**config.mk**
```make
export PLATFORM = sky130hd
export DESIGN_NAME = spi_master
export DESIGN_NICKNAME = d
export VERILOG_FILES = /design/src/rtl/spi_master.sv
export SDC_FILE = /design/constraint.sdc
export NUM_CORES = 1
export LEC_CHECK = 0
export ABC_AREA = 1
export BUFFER_PORTS_ARGS = -buffer_cell sky130_fd_sc_hd__buf_2
export CAP_MARGIN = 10
export CORE_MARGIN = 3
export CORE_UTILIZATION = 55
export CTS_CLUSTER_DIAMETER = 100
export DETAILED_ROUTE_END_ITERATION = 16
export GPL_TIMING_DRIVEN = 0
export PLACE_DENSITY_LB_ADDON = 0.12
export SLEW_MARGIN = 20
export SYNTH_ARGS = -nofsm -noshare
export SYNTH_HDL_FRONTEND = slang
export SYNTH_SLANG_ARGS = --single-unit
```
**constraint.sdc**
```tcl
create_clock -name clk -period 2.88 [get_ports clk]
set_input_delay 0.144 -clock clk [delete_from_list [all_inputs] [get_ports clk]]
set_output_delay 0.144 -clock clk [all_outputs]
set_load 0.01 [all_outputs]
```
**src/rtl/spi_master.sv**
```systemverilog
// SPI mode-0 initiator: 8-bit MSB-first transfers, start/busy handshake,
// optional cs hold between bytes for multi-byte bursts.
module spi_master #(
  parameter int unsigned CLK_DIV      = 4,
  parameter int unsigned CS_SETUP_CYC = 2,
  parameter int unsigned CS_HOLD_CYC  = 2
) (
  input  logic       clk,
  input  logic       rst_n,
  input  logic       start,
  input  logic [7:0] tx_data,
  input  logic       hold_cs,
  output logic [7:0] rx_data,
  output logic       rx_valid,
  output logic       busy,
  output logic       sclk,
  output logic       cs,
  output logic       mosi,
  input  logic       miso
);

  localparam int unsigned CW = 16;
  localparam logic [CW-1:0] DIV_LAST   = CW'(CLK_DIV - 1);
  localparam logic [CW-1:0] SETUP_LAST = CW'(CS_SETUP_CYC - 1);
  localparam logic [CW-1:0] HOLD_LAST  = CW'(CS_HOLD_CYC - 1);

  typedef enum logic [2:0] {
    IDLE,
    CS_SETUP,
    TRANSFER,
    HOLD_WAIT,
    CS_HOLD
  } state_e;

  state_e        state_q, state_d;
  logic [CW-1:0] cnt_q, cnt_d;
  logic [2:0]    bit_q, bit_d;
  logic [7:0]    tx_q, tx_d;
  logic [7:0]    rx_sh_q, rx_sh_d;
  logic [7:0]    rx_data_q, rx_data_d;
  logic          rx_valid_q, rx_valid_d;
  logic          sclk_q, sclk_d;
  logic          cs_q, cs_d;
  logic          busy_q, busy_d;
  logic [7:0]    rx_next;

  always_ff @(posedge clk or negedge rst_n) begin
    if (!rst_n) begin
      state_q    <= IDLE;
      cnt_q      <= '0;
      bit_q      <= '0;
      tx_q       <= '0;
      rx_sh_q    <= '0;
      rx_data_q  <= '0;
      rx_valid_q <= 1'b0;
      sclk_q     <= 1'b0;
      cs_q       <= 1'b1;
      busy_q     <= 1'b0;
    end else begin
      state_q    <= state_d;
      cnt_q      <= cnt_d;
      bit_q      <= bit_d;
      tx_q       <= tx_d;
      rx_sh_q    <= rx_sh_d;
      rx_data_q  <= rx_data_d;
      rx_valid_q <= rx_valid_d;
      sclk_q     <= sclk_d;
      cs_q       <= cs_d;
      busy_q     <= busy_d;
    end
  end

  always_comb begin
    state_d    = state_q;
    cnt_d      = cnt_q;
    bit_d      = bit_q;
    tx_d       = tx_q;
    rx_sh_d    = rx_sh_q;
    rx_data_d  = rx_data_q;
    rx_valid_d = 1'b0;
    sclk_d     = sclk_q;
    cs_d       = cs_q;
    busy_d     = busy_q;
    rx_next    = {rx_sh_q[6:0], miso};

    unique case (state_q)
      IDLE: begin
        cs_d   = 1'b1;
        busy_d = 1'b0;
        sclk_d = 1'b0;
        if (start) begin
          tx_d    = tx_data;
          cs_d    = 1'b0;
          busy_d  = 1'b1;
          cnt_d   = '0;
          bit_d   = '0;
          state_d = CS_SETUP;
        end
      end

      CS_SETUP: begin
        if (cnt_q == SETUP_LAST) begin
          cnt_d   = '0;
          state_d = TRANSFER;
        end else begin
          cnt_d = cnt_q + 1'b1;
        end
      end

      TRANSFER: begin
        if (cnt_q == DIV_LAST) begin
          cnt_d = '0;
          if (!sclk_q) begin
            sclk_d = 1'b1;
          end else begin
            // Falling edge: capture miso late in the high half
            sclk_d  = 1'b0;
            rx_sh_d = rx_next;
            if (bit_q == 3'd7) begin
              rx_data_d  = rx_next;
              rx_valid_d = 1'b1;
              bit_d      = '0;
              if (hold_cs) begin
                busy_d  = 1'b0;
                state_d = HOLD_WAIT;
              end else begin
                state_d = CS_HOLD;
              end
            end else begin
              bit_d = bit_q + 1'b1;
              tx_d  = {tx_q[6:0], 1'b0};
            end
          end
        end else begin
          cnt_d = cnt_q + 1'b1;
        end
      end

      HOLD_WAIT: begin
        if (start) begin
          tx_d    = tx_data;
          busy_d  = 1'b1;
          cnt_d   = '0;
          bit_d   = '0;
          state_d = TRANSFER;
        end else if (!hold_cs) begin
          busy_d  = 1'b1;
          cnt_d   = '0;
          state_d = CS_HOLD;
        end
      end

      CS_HOLD: begin
        if (cnt_q == HOLD_LAST) begin
          cnt_d   = '0;
          cs_d    = 1'b1;
          busy_d  = 1'b0;
          state_d = IDLE;
        end else begin
          cnt_d = cnt_q + 1'b1;
        end
      end

      default: begin
        state_d = IDLE;
      end
    endcase
  end

  assign rx_data  = rx_data_q;
  assign rx_valid = rx_valid_q;
  assign busy     = busy_q;
  assign sclk     = sclk_q;
  assign cs       = cs_q;
  // tx_q only shifts on non-final bits, so mosi holds its last bit
  assign mosi     = tx_q[7];

endmodule

```
==> metrics.log <==
INFO  metric status = finished clean
INFO  metric skew = 0.00509 ns
INFO  metric place_worst_setup_slack = between 1 and 1.5 ns
INFO  metric max_slew.worst_pin.slew = 0.615 ns
INFO  metric grt_setup_unrepaired = false
INFO  metric synth_cell_types = 30
INFO  metric cts.root.buffer_cell = sky130_fd_sc_hd__clkbuf_8
INFO  metric place.port_buffers = 25
INFO  metric clock_insertion_delay_worst_skew = 0.31 ns
INFO  metric cellPowerDensity = between 800 and 900 nW/um^2
INFO  metric syn_avg_cell_area = 7.67 sq um
INFO  metric grtUsageMet3 = 4.18%
INFO  metric drt_wl_total = between 5000 and 6000 microns
INFO  metric post_cts.repair.setup_buffers = 0
INFO  metric fp.dieArea = 6060 sq um
INFO  metric final_worst_slack = about 1.0 ns
INFO  metric core_footprint = 4850 sq um
INFO  metric cellLeakagePower = about 1.7 nW
INFO  metric detailroute.via_count = roughly 2400
INFO  metric clkSinkCount = 49
INFO  metric detail_placement_hpwl = 4080 microns
INFO  metric tritoncts.num_buffers = 5
INFO  metric synth_warnings = 0
INFO  metric met1_usage = 27.6%
INFO  metric io_pins = 26
INFO  metric min_period_over_period = 64.2%
INFO  metric drt.antenna.violating_nets = 0
INFO  metric cp_data_arrival_time = about 2.1 ns
INFO  metric area_delta_synth_final = 11.1%
INFO  metric max_slew_margin = about three fifths
INFO  metric register_area_share_after_synthesis = a little over two fifths
INFO  metric syn-num-nets = ~390
INFO  metric clkSlewWorstSetupHoldPaths = ~0.1 ns
INFO  metric final_layout_size_suffix_gt1_share = between 20 and 25%
INFO  metric ys_top_cells_by_count = sky130_fd_sc_hd__nand2_1 (134), sky130_fd_sc_hd__dfrtp_1 (48), sky130_fd_sc_hd__nand3_1 (44)
INFO  metric min_path_type = in2reg
INFO  metric max_cap_violations = 0
INFO  metric critical_path_required = between 3 and 4 ns
INFO  metric synth_area = 2840 sq um
INFO  metric type_of_element_capturing_the_critical_path = flop
INFO  metric met2_usage = 33.2%
INFO  metric fin_nets = 420
INFO  metric global_route.usage.total = 20.8%
INFO  metric wp_buf_inv = 0
INFO  metric cts_repair_resize_count = 0
INFO  metric tritoncts = built
INFO  metric period_needed = 1.85 ns
INFO  metric crit_path_max_incr_delay = 0.41 ns
INFO  metric worst_setup_path_start_kind = flop
INFO  metric n_antenna_cell = 0
INFO  metric viasPerCell = 5.20
INFO  metric cp_cell_sequence = ha_1 -> ha_1 -> o21ai_0 -> nand3_1 -> nor2_4 -> nand2_4 -> nand2_1 -> nand2_1
INFO  metric row_count = 25
INFO  metric setup_viol = 0
INFO  metric htree_levels = 2
INFO  metric via_count_of_the_first_global_routing_pass = 2310
INFO  metric timing.setup.tns = 0 ns
INFO  metric synth_edf_count = 0
INFO  metric yosys_register_bits = 49
INFO  metric largest_net_degree_at_the_start_of_global_routing = 50
INFO  metric grt_first_pass_wirelength = 10200 microns
INFO  metric clk_path_buf_depth = 2
INFO  metric critical_path.slowest_cell = sky130_fd_sc_hd__dfrtp_1
INFO  metric report.final.hold_viol_count = 0
INFO  metric synth_largest_type_area_fraction = between 40% and 50%
INFO  metric die_w = 77.8 microns
INFO  metric worst-path-max-fanout = 9
INFO  metric vdd_ir_max = approximately 0.48 mV
INFO  metric postSynth.topFlopCell = sky130_fd_sc_hd__dfrtp_1
INFO  metric dr.pass1.iters = 4
INFO  metric post-synth-top-count-cell = sky130_fd_sc_hd__nand2_1
INFO  metric die_h = slightly below 80 microns
INFO  metric drt_drc_violations_left = 0
INFO  metric route.detailed.wl_per_inst = between 10 and 15 microns
INFO  metric timing.fmax = 541 MHz
INFO  metric first_iter_violations = between 150 and 200
INFO  metric cell_family_with_most_cp_delay = simple AND/OR/NAND/NOR gates
INFO  metric worstSetupPathType = reg2reg
INFO  metric grt_busiest_layer = met2
INFO  metric asyncSetResetFlopFracSynth = 100%
INFO  metric final-max-slew-violation-count = 0
INFO  metric postLayoutCoreUtil = about two thirds
INFO  metric overflow = 0
INFO  metric place.gp.congestion = 0.949
INFO  metric initial_antenna_violation_count = 0
INFO  metric starting_utilization_of_the_core_area = 58.5%
INFO  metric yosys-top-cells-area = sky130_fd_sc_hd__dfrtp_1 (42%), sky130_fd_sc_hd__nand2_1 (18%), sky130_fd_sc_hd__nand3_1 (7.8%)
INFO  metric syn_inst = 370
INFO  metric synth.largest_area_cell = sky130_fd_sc_hd__dfrtp_1
-- routing by layer --
| metal | up-vias | wire length, microns |
|---|---|---|
| li1 | 1247 | - |
| met1 | 1143 | 2720 |
| met2 | 49 | 2660 |
| met3 | 9 | 258 |
| met4 | 0 | 99 |
| met5 | - | 0 |
-- metrics by stage --
stage	cell area (sq um)	hold WS, ns	cells	total power [mW]
floorplan	2840	-0.152	370	1.93
global placement	3050	0.418	462	2.22
detailed placement	3050	0.211	462	2.24
CTS	3150	0.0746	471	2.69
global route	3150	0.0998	471	2.89
finish	3150	0.0833	471	2.67
-- cell families (layout without fill, tap and decap cells) --
logic type / after synthesis / in the layout / synth area share (%)
AOI/OAI and AO/OA: 39 / 39 / 9.26
xor gates and xnor gates: 1 / 1 / 0.309
adders and majority gates: 4 / 4 / 1.76
buffers and inverters: 48 / 82 / 7.81
DFF: 49 / 49 / 43.3
and+or+nand+nor: 229 / 229 / 37.6
-- layout by cell type, fill, tap and decap left out, types with 3 or more instances in the layout --
cell,instances
sky130_fd_sc_hd__a21oi_1,4
sky130_fd_sc_hd__buf_2,27
sky130_fd_sc_hd__buf_4,5
sky130_fd_sc_hd__buf_6,3
sky130_fd_sc_hd__clkbuf_8,5
sky130_fd_sc_hd__dfrtp_1,48
sky130_fd_sc_hd__ha_1,4
sky130_fd_sc_hd__inv_1,35
sky130_fd_sc_hd__inv_2,3
sky130_fd_sc_hd__nand2_1,134
sky130_fd_sc_hd__nand2_2,8
sky130_fd_sc_hd__nand3_1,44
sky130_fd_sc_hd__nand4_1,5
sky130_fd_sc_hd__nor2_1,17
sky130_fd_sc_hd__nor2_2,4
sky130_fd_sc_hd__nor2_4,6
sky130_fd_sc_hd__nor3_1,3
sky130_fd_sc_hd__o211ai_1,8
sky130_fd_sc_hd__o21ai_0,4
sky130_fd_sc_hd__o21ai_1,12
sky130_fd_sc_hd__o21ai_2,9
-- final timing paths --
path                       slack (ns)  cells after the start          to      from
hold / removal                   0.08                      3  rx_data[0]      miso
min in group asynchronous        0.39                      2   cnt_q[14]     rst_n
max in group asynchronous        2.08                      2     tx_q[6]     rst_n
hold reg to reg                  0.48                      2        busy      busy
setup reg to reg                 1.03                      8     tx_q[7]  bit_q[0]
setup / recovery                 1.03                      8     tx_q[7]  bit_q[0]
-- state kept, by name (all words and copies together) (netlist names) --
signal,flops
rx_sh_q,7
rx_data,8
busy,1
cs,1
tx_q,8
rx_valid,1
bit_q,3
state_q,3
sclk,1
cnt_q,16
-- worst register-to-register path: cells and delay by family, from the launching register on --
kind	cells	cell delay, ns
adders and majority gates	2	0.45
and+or+nand+nor	5	0.67
AOI/OAI and AO/OA	1	0.22
DFF	1	0.41
-- repair_timing --
| item | 4_1_cts | 5_1_grt |
|---|---|---|
| endpoints found under the setup margin | 0 | 0 |
| endpoints found under the hold margin | 48 | 0 |
| hold buffers | 1 | 0 |
-- report_power, final --
group	switching (mW)	leakage (nW)	internal (mW)	total, mW
clock network	0.255	0.0452	0.177	0.432
logic	0.901	0.992	0.414	1.32
registers	0.0915	0.652	0.828	0.919
total	1.25	1.69	1.42	2.67
-- area by class of cell --
class / count / area (sq um)
fillers: 425 / 1700
multi-input cells: 273 / 1390
flip-flops and latches: 49 / 1230
inverters: 38 / 143
repair buffers: 26 / 138
well taps: 67 / 83.8
plain buffers: 10 / 78.8
clock buffers: 5 / 68.8
clock inverters: 3 / 25.0
Note: power is estimated with default switching activity, not from simulation.
